===== src/rtl/alu_share_arbiter.sv =====
// Shares one 16-bit logic ALU between two req/ack requesters.
// Each operation takes two cycles: grant/latch in IDLE, then compute in EXEC.

module alu #(
  parameter int DATA_W = 16
) (
  input  logic [DATA_W-1:0] i_a,
  input  logic [DATA_W-1:0] i_b,
  input  logic [2:0]        i_func,
  output logic [DATA_W-1:0] o_y
);

  always_comb begin
    o_y = '0;
    case (i_func)
      3'b001:  o_y = ~i_b;
      3'b010:  o_y = i_a & i_b;
      3'b011:  o_y = i_a | i_b;
      3'b100:  o_y = i_a ^ i_b;
      3'b101:  o_y = ~(i_a ^ i_b);
      3'b110:  o_y = ~(i_a | i_b);
      3'b111:  o_y = ~(i_a & i_b);
      default: o_y = '0;
    endcase
  end

endmodule

module alu_share_arbiter #(
  parameter int unsigned FAIR = 1
) (
  input  logic        clk,
  input  logic        rst,
  input  logic        req0,
  input  logic        req1,
  input  logic [15:0] a0,
  input  logic [15:0] b0,
  input  logic [15:0] a1,
  input  logic [15:0] b1,
  input  logic [2:0]  func0,
  input  logic [2:0]  func1,
  output logic        ack0,
  output logic        ack1,
  output logic        done0,
  output logic        done1,
  output logic [15:0] result,
  output logic        busy,
  output logic [7:0]  ops
);

  localparam int DATA_W = 16;

  typedef enum logic {S_IDLE, S_EXEC} state_t;

  state_t              r_state;
  state_t              w_state_nxt;
  logic                w_take;
  logic                w_grant;
  logic                r_win;
  logic                r_last;
  logic                r_ack0;
  logic                r_ack1;
  logic                r_done0;
  logic                r_done1;
  logic [7:0]          r_ops;
  logic [DATA_W-1:0]   r_a_p0;
  logic [DATA_W-1:0]   r_b_p0;
  logic [2:0]          r_func_p0;
  logic [DATA_W-1:0]   r_result_p1;
  logic [DATA_W-1:0]   w_alu_y;

  always_ff @(posedge clk or posedge rst) begin
    if (rst) begin
      r_state <= S_IDLE;
    end else begin
      r_state <= w_state_nxt;
    end
  end

  // Winner selection: a lone requester always wins; contention uses the
  // last-grant pointer when fair, otherwise port 0.
  always_comb begin
    w_state_nxt = r_state;
    w_take      = 1'b0;
    w_grant     = 1'b0;
    case (r_state)
      S_IDLE: begin
        if (req0 || req1) begin
          w_take      = 1'b1;
          w_state_nxt = S_EXEC;
          if (req0 && req1) begin
            w_grant = (FAIR != 0) ? ~r_last : 1'b0;
          end else begin
            w_grant = req1;
          end
        end
      end
      S_EXEC: begin
        w_state_nxt = S_IDLE;
      end
      default: begin
        w_state_nxt = S_IDLE;
      end
    endcase
  end

  // Stage p0: grant, latch operands and pulse ack.
  always_ff @(posedge clk or posedge rst) begin
    if (rst) begin
      r_ack0    <= 1'b0;
      r_ack1    <= 1'b0;
      r_win     <= 1'b0;
      r_a_p0    <= '0;
      r_b_p0    <= '0;
      r_func_p0 <= '0;
    end else begin
      r_ack0 <= w_take & ~w_grant;
      r_ack1 <= w_take & w_grant;
      if (w_take) begin
        r_win     <= w_grant;
        r_a_p0    <= w_grant ? a1 : a0;
        r_b_p0    <= w_grant ? b1 : b0;
        r_func_p0 <= w_grant ? func1 : func0;
      end
    end
  end

  alu #(
    .DATA_W (DATA_W)
  ) u_alu (
    .i_a    (r_a_p0),
    .i_b    (r_b_p0),
    .i_func (r_func_p0),
    .o_y    (w_alu_y)
  );

  // Stage p1: capture the ALU output on leaving EXEC and signal completion.
  always_ff @(posedge clk or posedge rst) begin
    if (rst) begin
      r_done0     <= 1'b0;
      r_done1     <= 1'b0;
      r_result_p1 <= '0;
      r_ops       <= 8'h00;
      r_last      <= 1'b1;
    end else begin
      r_done0 <= 1'b0;
      r_done1 <= 1'b0;
      if (r_state == S_EXEC) begin
        r_result_p1 <= w_alu_y;
        r_done0     <= ~r_win;
        r_done1     <= r_win;
        r_ops       <= r_ops + 8'd1;
        r_last      <= r_win;
      end
    end
  end

  assign ack0   = r_ack0;
  assign ack1   = r_ack1;
  assign done0  = r_done0;
  assign done1  = r_done1;
  assign result = r_result_p1;
  assign busy   = (r_state == S_EXEC);
  assign ops    = r_ops;

endmodule

===== config.mk =====
export PLATFORM = sky130hd
export DESIGN_NAME = alu_share_arbiter
export DESIGN_NICKNAME = d
export VERILOG_FILES = /design/src/rtl/alu_share_arbiter.sv
export SDC_FILE = /design/constraint.sdc
export NUM_CORES = 1
export LEC_CHECK = 0
export BUFFER_PORTS_ARGS = -buffer_cell sky130_fd_sc_hd__buf_4
export CAP_MARGIN = 20
export CORE_ASPECT_RATIO = 0.6
export CORE_MARGIN = 1.5
export CORE_UTILIZATION = 58
export CTS_CLUSTER_SIZE = 28
export DETAILED_ROUTE_END_ITERATION = 7
export GPL_TIMING_DRIVEN = 1
export PLACE_DENSITY_LB_ADDON = 0.05
export SYNTH_ARGS = -nofsm -noshare
export SYNTH_HDL_FRONTEND = slang
export SYNTH_SLANG_ARGS = --single-unit

===== constraint.sdc =====
create_clock -name clk -period 5.8 [get_ports clk]
set_input_delay 1.16 -clock clk [delete_from_list [all_inputs] [get_ports clk]]
set_output_delay 1.16 -clock clk [all_outputs]
set_load 0.005 [all_outputs]

==> impl_metrics.tcl <==
set metrics [dict create \
    syn_area_sq_um 4040 \
    setup_viol 0 \
    slew-limit-headroom 0.428 \
    die_h_microns 67.7 \
    insertion_delay_ns 0.34 \
    syn_inst 452 \
    die_area_sq_um 7490 \
    synth_most_common_cell "nor2_1" \
    p_leak_nw 2.48 \
    syn-num-nets 559 \
    cts_tree "built" \
    core-area_sq_um 6710 \
    postSynthAreaPerCell_sq_um 8.94 \
    critical_path_buf_inv_count 1 \
    drt-initial-drc-count 335 \
    dieWidth_microns 111 \
    htreeDepth 3 \
    path_cells "buf_4" \
    postRouteAntennaNets 0 \
    synth_ff_type "dfrtp_1" \
    drc 0 \
    finalWirelength_mm 11.4 \
    finalCritPeriodShare 0.397 \
    critPathCaptureType "output port" \
    numCtsBuffers 9 \
    grt_antenna_before_repair 0 \
    synth_top_area_frac 0.403 \
    rsz0062_at_grt "no" \
    num_rows 23 \
    hold_class "flip-flop to flip-flop" \
    initial_core_util 0.603 \
    grt.overflow.total 0 \
    synth_top_area_cell "dfrtp_1" \
    cap_viol_max_count 0 \
    drive_above_1_share 0.251 \
    grt_pass1_wl_mm 17.9 \
    wl_per_cell_microns 18.2 \
    synthToLayoutAreaGrowth_pct 27.9 \
    required_ns 4.64 \
    firstDrtPassIters 5 \
    outcome "complete, no violations" \
    slowest_delay_ns 0.60 \
    ys_ff_latch 66 \
    place_congestion 0.804 \
    start_kind "flip-flop" \
    clock-skew-final_ns 0.00399 \
    final_nets 644 \
    fmax_ghz 0.434 \
    vias_per_cell 6.11 \
    grt_usage 0.312 \
    cp_slowest_cell "dfrtp_1" \
    synthArstFlopShare 1.00 \
    max-vdd-ir-drop_mv 0.370 \
    post_cts_buffers 0 \
    critPathArrivalTime_ns 1.15 \
    ys_types 44 \
    cp_top_family "flip-flops" \
    grt_pass1_vias 3660 \
    worst_slew_pin_slew_ns 0.858 \
    cts_hold_buf 0 \
    num_vias 3846 \
    path_max_fanout 11 \
    hold_viol_final 0 \
    diodes 0 \
    io_buffers 102 \
    cts_sinks 66 \
    yosys_warnings 0 \
    ys_top_cells_by_area "dfrtp_1, ha_1, nor2_1" \
    multi_input_area_sq_um 2060 \
    synth_commonest_cells "nor2_1, dfrtp_1, a21oi_1" \
    clk_path_buf_depth 2 \
    cts_resized 0 \
    tns_ns 0 \
    dp.final_hpwl_mm 7.59 \
    min_period_ns 2.31 \
    grt_max_degree 70 \
    power_density_nw_per_um2 432 \
    path_clk_slew_ns 0.06 \
    finalHoldWorstSlack_ns 0.481 \
    drv_slew 0 \
    ios 103 \
    seqCellArea_sq_um 1650 \
    crit_type "flip-flop to output port" \
    nFillCells 474 \
    seq_area_frac_synth 0.409 \
    synth_edf_count 0 \
    cts-root-buf "clkbuf_16" \
]
## report_power, final
part | leakage [nW] | internal [mW] | switching [mW]
Clock | 0.158 | 0.419 | 0.215
Sequential | 0.817 | 0.608 | 0.143
Combinational | 1.50 | 0.404 | 0.442
## final timing paths
kind | from | end | slack (ns) | cells after the start
worst max register to register | busy$_DFF_PP0_ | r_func_p0[1]$_DFFE_PP0N_ | 3.50 | 5
worst min register to register | ops[7]$_DFFE_PP0P_ | ops[7]$_DFFE_PP0P_ | 0.48 | 1
max in group asynchronous | rst | busy$_DFF_PP0_ | 4.15 | 3
min in group asynchronous | rst | ops[7]$_DFFE_PP0P_ | 1.09 | 3
worst min-delay path | ops[7]$_DFFE_PP0P_ | ops[7]$_DFFE_PP0P_ | 0.48 | 1
worst max-delay path | busy$_DFF_PP0_ | busy | 3.49 | 1
## per-stage QoR
stage	cell area (sq um)	power [mW]	setup WS [ns]	util	cells
final	5170	2.23	3.49	0.770	629
after global routing	5170	2.36	3.40	0.770	629
after CTS	5120	2.21	3.20	0.763	627
after detailed placement	4780	1.56	3.15	0.712	611
after global placement	4780	1.52	3.25	0.712	611
after floorplan	4040	1.25	2.99	-	452
## area by class of cell
class,count,share of cell area
clock buffer,9,0.0436
sequential,66,0.320
multi-input combinational,308,0.398
inverter,45,0.0327
timing repair buffer,107,0.162
clock inverter,7,0.0228
tap,87,0.0211
## sequential cells by signal (all words and copies together) (netlist names)
name,cells
ack1,1
ops,8
r_win,1
r_b_p0,16
r_last,1
r_a_p0,16
r_func_p0,3
done0,1
done1,1
result,16
ack0,1
busy,1
## placed cells by master (no fill, tap or decap), drive strengths merged, types with 2 or more instances in the layout
cell type and instances:
bufinv 3, xnor2 4, a21oi 47, ha 33, inv 45, a211oi 8
buf 107, xor2 3, o22ai 33, a2bb2oi 3, nand4 2, nand3 3
a21boi 2, o21ai 7, nor3 7, o221ai 18, nor2 70, dfrtp 65
clkbuf 9, nand3b 3, o221a 3, mux2i 4, nand2 21, clkinvlp 3
nand2b 2, a221oi 5, and3 2, o2bb2ai 18
## metal layers
metal,track usage,part of all wire,up-vias
li1,-,-,1779
met5,0,0,-
met3,0.101,0.092,18
met4,0.128,0.014,0
met1,0.408,0.44,1820
met2,0.485,0.45,229
## cells by family (layout without fill, tap and decap cells)
group,count (synthesis),in the layout,share of synthesized area
multiplexers,5,5,0.0127
AO/OA/AOI/OAI,147,147,0.255
flip-flops,66,66,0.409
buffers and inverters,78,168,0.0818
XOR/XNOR,7,7,0.0152
adder cells (fa/ha/maj),33,33,0.102
AND/OR/NAND/NOR,116,116,0.124
No activity file was read; power rests on OpenSTA's default activity.
